[src/rtl/prefetch_fifo_ctl.sv]
// Instruction prefetch queue with its own bus-fetch controller. The queue is kept as a
// shift array (index 0 = oldest) whose slots at or beyond level always hold zero.
module prefetch_fifo_ctl #(
  parameter int DEPTH      = 16,
  parameter int BUS_BYTES  = 2,
  parameter int PEEK_BYTES = 4,
  parameter int ADDR_W     = 16
) (
  input  logic                              clk,
  input  logic                              reset,
  input  logic                              flush,
  input  logic [ADDR_W-1:0]                 flush_addr,
  output logic                              fetch_req,
  output logic [ADDR_W-1:0]                 fetch_addr,
  input  logic                              fetch_ack,
  input  logic [8*BUS_BYTES-1:0]            fetch_data,
  input  logic [$clog2(PEEK_BYTES+1)-1:0]   pop_count,
  output logic [8*PEEK_BYTES-1:0]           data_out,
  output logic [$clog2(DEPTH+1)-1:0]        level,
  output logic                              empty,
  output logic                              full,
  output logic [ADDR_W-1:0]                 pfp
);

  localparam int LW = $clog2(DEPTH + 1);
  localparam bit BUS2 = (BUS_BYTES == 2);
  localparam logic [LW-1:0] FREE_LIM = LW'(DEPTH - BUS_BYTES);

  typedef enum logic [1:0] {IDLE = 2'd0, REQ = 2'd1, DISCARD = 2'd2} state_t;

  state_t            state_r;
  logic [ADDR_W-1:0] pfp_r;
  logic [ADDR_W-1:0] fetch_addr_r;
  logic [LW-1:0]     level_r;
  logic              empty_r;
  logic              full_r;
  logic [7:0]        q_r      [DEPTH];
  logic [7:0]        q_next_s [DEPTH];
  logic [7:0]        lane_byte_s [BUS_BYTES];

  logic [LW-1:0]     off_s;
  logic [LW-1:0]     n_s;
  logic [LW-1:0]     pop_ext_s;
  logic [LW-1:0]     pop_s;
  logic              push_s;
  logic [LW-1:0]     level_next_s;
  logic [ADDR_W-1:0] pfp_inc_s;

  function automatic logic [ADDR_W-1:0] align_addr(input logic [ADDR_W-1:0] a);
    return BUS2 ? {a[ADDR_W-1:1], 1'b0} : a;
  endfunction

  // Fetch acceptance: only the lanes at and above pfp's offset belong to the stream.
  assign off_s        = BUS2 ? LW'(pfp_r[0]) : {LW{1'b0}};
  assign n_s          = LW'(BUS_BYTES) - off_s;
  assign pfp_inc_s    = pfp_r + ADDR_W'(n_s);
  assign pop_ext_s    = LW'(pop_count);
  assign pop_s        = (pop_ext_s > level_r) ? level_r : pop_ext_s;
  assign push_s       = (state_r == REQ) && fetch_ack && !flush;
  assign level_next_s = flush ? {LW{1'b0}}
                              : (level_r - pop_s + (push_s ? n_s : {LW{1'b0}}));

  // Next queue image: shift out popped bytes, then append accepted bytes at level-p.
  always_comb begin
    for (int b = 0; b < BUS_BYTES; b++) begin
      lane_byte_s[b] = 8'h00;
      for (int l = 0; l < BUS_BYTES; l++) begin
        lane_byte_s[b] = (l == int'(off_s) + b) ? fetch_data[8*l +: 8] : lane_byte_s[b];
      end
    end
    for (int i = 0; i < DEPTH; i++) begin
      q_next_s[i] = 8'h00;
      for (int j = 0; j <= PEEK_BYTES; j++) begin
        q_next_s[i] = (!flush && int'(pop_s) == j && (i + j) < DEPTH)
                      ? q_r[(i + j) % DEPTH] : q_next_s[i];
      end
      for (int b = 0; b < BUS_BYTES; b++) begin
        q_next_s[i] = (push_s && b < int'(n_s) && i == int'(level_r - pop_s) + b)
                      ? lane_byte_s[b] : q_next_s[i];
      end
    end
  end

  // Controller FSM plus queue, pointer and status registers.
  always_ff @(posedge clk) begin
    if (reset) begin
      state_r      <= IDLE;
      pfp_r        <= {ADDR_W{1'b0}};
      fetch_addr_r <= {ADDR_W{1'b0}};
      level_r      <= {LW{1'b0}};
      empty_r      <= 1'b1;
      full_r       <= 1'b0;
      for (int i = 0; i < DEPTH; i++) q_r[i] <= 8'h00;
    end else begin
      level_r <= level_next_s;
      q_r     <= q_next_s;
      empty_r <= (level_next_s == {LW{1'b0}});
      full_r  <= (level_next_s > FREE_LIM);
      case (state_r)
        IDLE: begin
          if (flush) begin
            pfp_r <= flush_addr;
          end else if (level_r <= FREE_LIM) begin
            state_r      <= REQ;
            fetch_addr_r <= align_addr(pfp_r);
          end
        end
        REQ: begin
          if (flush) begin
            pfp_r   <= flush_addr;
            state_r <= fetch_ack ? IDLE : DISCARD;
          end else if (fetch_ack) begin
            pfp_r <= pfp_inc_s;
            if (level_next_s <= FREE_LIM) fetch_addr_r <= align_addr(pfp_inc_s);
            else state_r <= IDLE;
          end
        end
        DISCARD: begin
          // The old bus cycle is still owed an ack; its data is never queued.
          if (flush) pfp_r <= flush_addr;
          if (fetch_ack) state_r <= IDLE;
        end
        default: state_r <= IDLE;
      endcase
    end
  end

  for (genvar k = 0; k < PEEK_BYTES; k++) begin : g_peek
    assign data_out[8*k +: 8] = q_r[k];
  end

  assign fetch_req  = (state_r != IDLE);
  assign fetch_addr = fetch_addr_r;
  assign level      = level_r;
  assign empty      = empty_r;
  assign full       = full_r;
  assign pfp        = pfp_r;

endmodule
[config.mk]
export PLATFORM = sky130hd
export DESIGN_NAME = prefetch_fifo_ctl
export DESIGN_NICKNAME = d
export VERILOG_FILES = /design/src/rtl/prefetch_fifo_ctl.sv
export SDC_FILE = /design/constraint.sdc
export NUM_CORES = 1
export LEC_CHECK = 0
export ABC_AREA = 1
export CORE_MARGIN = 2
export CORE_UTILIZATION = 25
export DETAILED_ROUTE_END_ITERATION = 6
export HOLD_SLACK_MARGIN = 0.15
export PLACE_DENSITY_LB_ADDON = 0.2
export SYNTH_ARGS = -nofsm -noshare
export SYNTH_HDL_FRONTEND = slang
export SYNTH_SLANG_ARGS = --single-unit
export TNS_END_PERCENT = 20
[constraint.sdc]
create_clock -name clk -period 11.5 [get_ports clk]
set_input_delay 2.3 -clock clk [delete_from_list [all_inputs] [get_ports clk]]
set_output_delay 2.3 -clock clk [all_outputs]
set_load 0.02 [all_outputs]
* Word level (Yosys, flattened, before mapping)
Index checks and enable logic that the tools add are counted.
** Cells by class
- Order comparisons :: 6
- Mux-type cells :: 112
- Reductions and logical operators :: 56
- Add/sub/neg operators :: 7
- Equal/unequal tests :: 62
** Operators with widths (number)
- $mux 8 :: 91
- $eq 5x32->1 const A :: 16
- $eq 4x32->1 const A :: 8
- $eq 3x32->1 const A :: 4
- $logic_not 32->1 :: 4
- $mux 16 :: 8
- $ne 7x1->1 const B :: 10
- $eq 2x32->1 const A :: 2
- $pmux 16 s2 :: 2
- $logic_and 1x1->1 :: 41
- $add 32x2->32 const B :: 1
- $add 16x5->16 :: 1
- $mux 5 :: 3
- $mux 2 :: 7
- $ne 7x3->1 const B :: 2
- $eq 5x3->1 const B :: 2
- $le 5x4->1 const B :: 2
- $logic_not 5->1 :: 2
- $lt 1x5->1 const A :: 2
- $ne 2x2->1 const B :: 5
- $ne 3x3->1 const B :: 2
- $ne 6x1->1 const B :: 1
- $pmux 2 s3 :: 1
- $reduce_and 6->1 :: 1
- 22 further kinds :: 25
** Word-level totals
- Flip-flop bits (word level) :: 169
- Word-level logic and storage cells :: 265

* Longest topological paths before layout
- Depth in word-level cells :: 11
- Gate-level depth with buffers :: 31
- Mapped depth without buffers :: 30

* Worst setup path before layout
No wires, ideal clock.
- Path type :: input-to-reg
- Start :: input pop_count[2]
- End :: register q_r, in the netlist data_out[28]
- Path slack :: 4.951 ns
- Stages :: 26
- Data required time :: 11.430 ns
- Path buffers :: 2
- Setup time :: 0.070 ns
- Arrival :: 6.479 ns
- Path through :: ha_1 -> a21oi_1 -> nand2_1 -> nand2_2 -> buf_6 -> nand2_1 -> o21ai_1 -> ha_1 -> inv_1 -> ha_1 -> inv_1 -> nor2_1 -> inv_1 -> nor2_8 -> nand3_2 -> inv_2 -> nand3_1 -> ha_1 -> nor4_1 -> nand4_4 -> nor2_2 -> nand4_1 -> buf_2 -> nand3_1 -> nand2_1 -> a21oi_1
** Between the ends
- Word-level cells in the longest chain between the ends :: 10
- Elaborated cells on any way between the ends :: 25
** Ends and longest elaborated chain
- start: declaration :: line 17 : input logic [$clog2(PEEK_BYTES+1)-1:0] pop_count,
- $gt 3x5->1 :: line 58 : assign pop_s = (pop_ext_s > level_r) ? level_r : pop_ext_s;
- $mux 5 * :: line 58
- branches (longest 8 deep; another with $add 32x2->32)
- end signal: assignment :: line 96 : q_r <= q_next_s;
- end: declaration :: line 37 : logic [7:0] q_r [DEPTH];
Every way passes the cells marked *.
A chain may end at the register's enable or synchronous reset.

* Worst setup path in the final report
- Start :: input pop_count[2]
- End :: register q_r[14] (netlist name)
** Between the ends
- Word-level cells in the longest chain between the ends :: 7
- Elaborated cells on any way between the ends :: 16
** Ends and longest elaborated chain
- $gt 3x5->1 :: line 58
- $mux 5 * :: line 58
- $sub 5x5->6 or $eq 5x2->1 (tied branches)
- $add 32x2->32, or another cell as far along :: line 78 : q_next_s[i] = (push_s && b < int'(n_s) && i == int'(level_r - pop_s) + b)
- $eq 5x32->1, or another cell as far along :: line 78
- $logic_and 1x1->1 or $mux 8 (tied branches) :: line 78, 79
- $ne 4x1->1 (no source line) or $mux 8 (tied branches)
Mark *: on every way between the ends. The rest lies on a longest branch, timed or not.

==> key figures <==
Synth
  – Mux contribution to synthesized area: 0%
  – Ys Warns: 0
  – Synth Area in Compound Gates: 14.6%
  – Largest family of logic cells by synthesized area: simple AND/OR/NAND/NOR gates
  – Syn avg cell area: 5.84 µm²
  – Asr flop ratio synth: 0%
  – Post-synth EDFFs: 0
  – Syn_nets: 2,604
  – #FFs+latches synth: 168
  – Syn Inst Count: 2,543
  – Area share of and/or/nand/nor cells after synthesis: 46.5%
  – Synthesized cell area: 0.0149 mm²
  – Main flop type after synthesis: dfxtp_1
  – Adder-cell share of the synthesized area: 1.90%
  – Sequential cell area fraction in the yosys report: 22.6%
  – XOR/XNOR Fraction of Synth Area: 0.649%
  – Distinct cells, synth: 51

Clocking
  – Root Driver: clkbuf_16
  – CTS clk-pin slew, worst paths: 70 ps
  – CTS tree: done
  – Hold_buf cts: 0
  – Clock Sinks: 168
  – H-Tree Depth: 4
  – Cts bufs inserted: 17
  – CTS max path bufs: 2
  – Worst-skew pair later-pin latency: 480 ps
  – Postcts setup bufs: 0
  – Cts repair resizes: 0

Drt
  – DR vias: 17,900
  – WL/cell: 21.0 µm
  – Vias/cell: 5.43
  – Iteration-0 DRC count of the detailed router: 2,121
  – Total wire length: 69.4 mm
  – # DRC: 2
  – Antenna-violating nets left: 0
  – Drt pass-1 iters: 7

Floorplanning
  – Die width: 248 µm
  – Die height: 248 µm
  – IO Pins: 111
  – Die Area: 0.0614 mm²
  – Core Region: 0.0589 mm²
  – Row count: 89
  – Starting Density: 25.2%

Timing
  – Worst hold slack: 514 ps
  – Final hold violation count: 0
  – Final min period: 7800 ps
  – Fmax achieved: 128 MHz
  – RSZ-0062 raised after global routing: no
  – Final Setup Violations: 0
  – Tcrit/Tclk final: 67.9%
  – Slew headroom: 15.6%
  – Fin. max-slew vios: 0
  – Worst Tran Pin Value: 1260 ps
  – TNS Setup: 0 ps
  – Final setup skew: 18.7 ps

Placement
  – Input/output buffers: 109
  – HPWL Detailed: 46.8 mm
  – Placer Congestion: 0.880
  – Placed Cells incl. Taps: 3,267

Global route
  – GRT Resource Usage Total: 22.4%
  – Vias in the first global route: 17,100
  – First-pass GRT wire length: 105 mm
  – Initial antenna violation count: 0
  – Pin count of the biggest net entering global routing: 80
  – Total gr overflow: 0

Pwr
  – Power per cell area: 225 mW/mm²
  – Leak pwr: 0.00661 µW
  – VDD IR-drop max: 0.000131 V

Outcome
  – Failing checks: DRC
  – Status: complete, but fails checks

Layout
  – Layout cell share with drive strength beyond 1: 7.09%
  – Multi-input gate area: 0.00950 mm²
  – Final #Nets: 2,574
  – Layout Cells excl Fill: 3,298
  – Fill cell count: 6,704
  – Synthesis-to-layout area growth: 12.8%
  – FF/Latch Area: 0.00336 mm²
  – # diodes: 0

Critical path
  – Critical Path RT: 11,910 ps
  – CP Launch Type: input port
  – FF-to-FF Start: level[2]
  – CP Class: in2reg
  – Crit. Startpoint: pop_count[2]
  – Max FO, Critical Path: 20
  – Reg2reg setup slack: 5500 ps
  – Critical Path End Type: register
  – Critical Path AT: 8210 ps

Hold path
  – Hold Crit Start: q_r[15]
  – Hold Path Class: reg2reg

Job
  – Max Cap Viol: 0
==> per-layer routing <==
layer,routed length (µm),vias to the layer above,GRT usage [%]
met3,5750,152,4.73
li1,-,8372,-
met5,0,-,0
met4,2310,0,7.84
met1,31000,8520,30.4
met2,30300,869,35.1
==> power breakdown <==
group          internal, µW  switching, µW  total [µW]
clock                   320            303         624
combinational           618           1680        2300
sequential              720            128         848
==> worst max-delay path, stage by stage <==
cell and delay (ps):
clkdlybuf4s50_1 480, ha_1 370, a21oi_1 150, nand2_1 100
nand2_2 220, nand2_1 90, o21ai_1 210, ha_1 240
inv_1 60, ha_1 330, inv_1 50, nor2_1 110
inv_1 170, nor2_8 180, nand3_2 110, inv_2 150
nand3_1 100, ha_1 240, nor4_1 480, nand4_4 260
nor2_4 610, nand4_1 730, nand2_1 260, nand2_1 80
a21oi_1 120
==> stage by stage <==
stage | worst slack (ps) | instance area, µm² | total power (µW) | utilization (%)
2_1_floorplan | 4950 | 14900 | 2410 | -
3_3_place_gp | 3580 | 16200 | 3080 | 27.5
3_5_place_dp | 3350 | 16200 | 3100 | 27.5
4_1_cts | 3830 | 16800 | 3730 | 28.4
5_1_grt | 3290 | 16800 | 4000 | 28.4
6_report | 3700 | 16800 | 3770 | 28.4
==> kinds of logic (layout without fill, tap and decap cells) <==
group | after synthesis | in the layout
AO/OA/AOI/OAI | 379 | 379
XOR/XNOR | 11 | 11
adder cells (fa/ha/maj) | 22 | 22
buffers and inverters | 459 | 441
flip-flops | 168 | 168
other | 1 | 1
AND/OR/NAND/NOR | 1503 | 1503
==> cell usage after synthesis, drive strengths merged, types with 3 or more instances <==
library cell / n / area, µm²
nand2: 709 / 2760
nand3: 395 / 2080
inv: 268 / 1010
nor2: 259 / 1070
dfxtp: 168 / 3360
a21oi: 158 / 795
nand4: 111 / 821
o21ai: 101 / 513
clkbuf: 97 / 364
buf: 92 / 644
o22ai: 42 / 263
o211ai: 34 / 255
ha: 21 / 263
nor3: 19 / 116
a31oi: 15 / 93.8
o2111ai: 14 / 123
a221oi: 11 / 96.3
xor2: 9 / 78.8
nand3b: 3 / 26.3
==> path summary, 6_finish.rpt <==
| check | endpoint | cells after the start |
|---|---|---|
| setup reg to reg | q_r[14] | 25 |
| setup / recovery | q_r[14] | 25 |
| hold / removal | q_r[15] | 2 |
| hold reg to reg | q_r[15] | 2 |
==> flip-flops by register name (all words and copies together) (netlist names) <==
register,flops
q_r,96
data_out,32
pfp,16
fetch_addr,15
level,5
state_r,2
empty,1
full,1
==> cell type report <==
cell class | count | share of cell area [%]
Inverter | 270 | 6.06
Clock inverter | 14 | 0.874
Tap cell | 773 | 5.77
Multi-Input combinational cell | 1916 | 56.7
Timing Repair Buffer | 140 | 7.98
Sequential cell | 168 | 20.1
Clock buffer | 17 | 2.54
==> cell usage in the layout, fill, tap and decap left out, types with 3 or more instances in the layout <==
master / n
inv_2: 27
nand4_4: 8
buf_4: 30
nor2_4: 10
nor3_2: 3
nand3_1: 384
clkinvlp_4: 3
clkdlybuf4s50_1: 109
inv_1: 240
nand2_2: 35
nor3_1: 15
clkinv_2: 4
nand3_4: 6
nor2_2: 11
nand3_2: 5
o22ai_1: 42
clkbuf_16: 17
nand4_1: 102
ha_1: 21
nand2_1: 672
a21oi_1: 157
xor2_1: 9
o21ai_0: 97
a31oi_1: 15
nor2_1: 237
a221oi_1: 11
dfxtp_1: 168
o2111ai_1: 14
o211ai_1: 34
inv_6: 4
(Power assumes the default switching activity.)
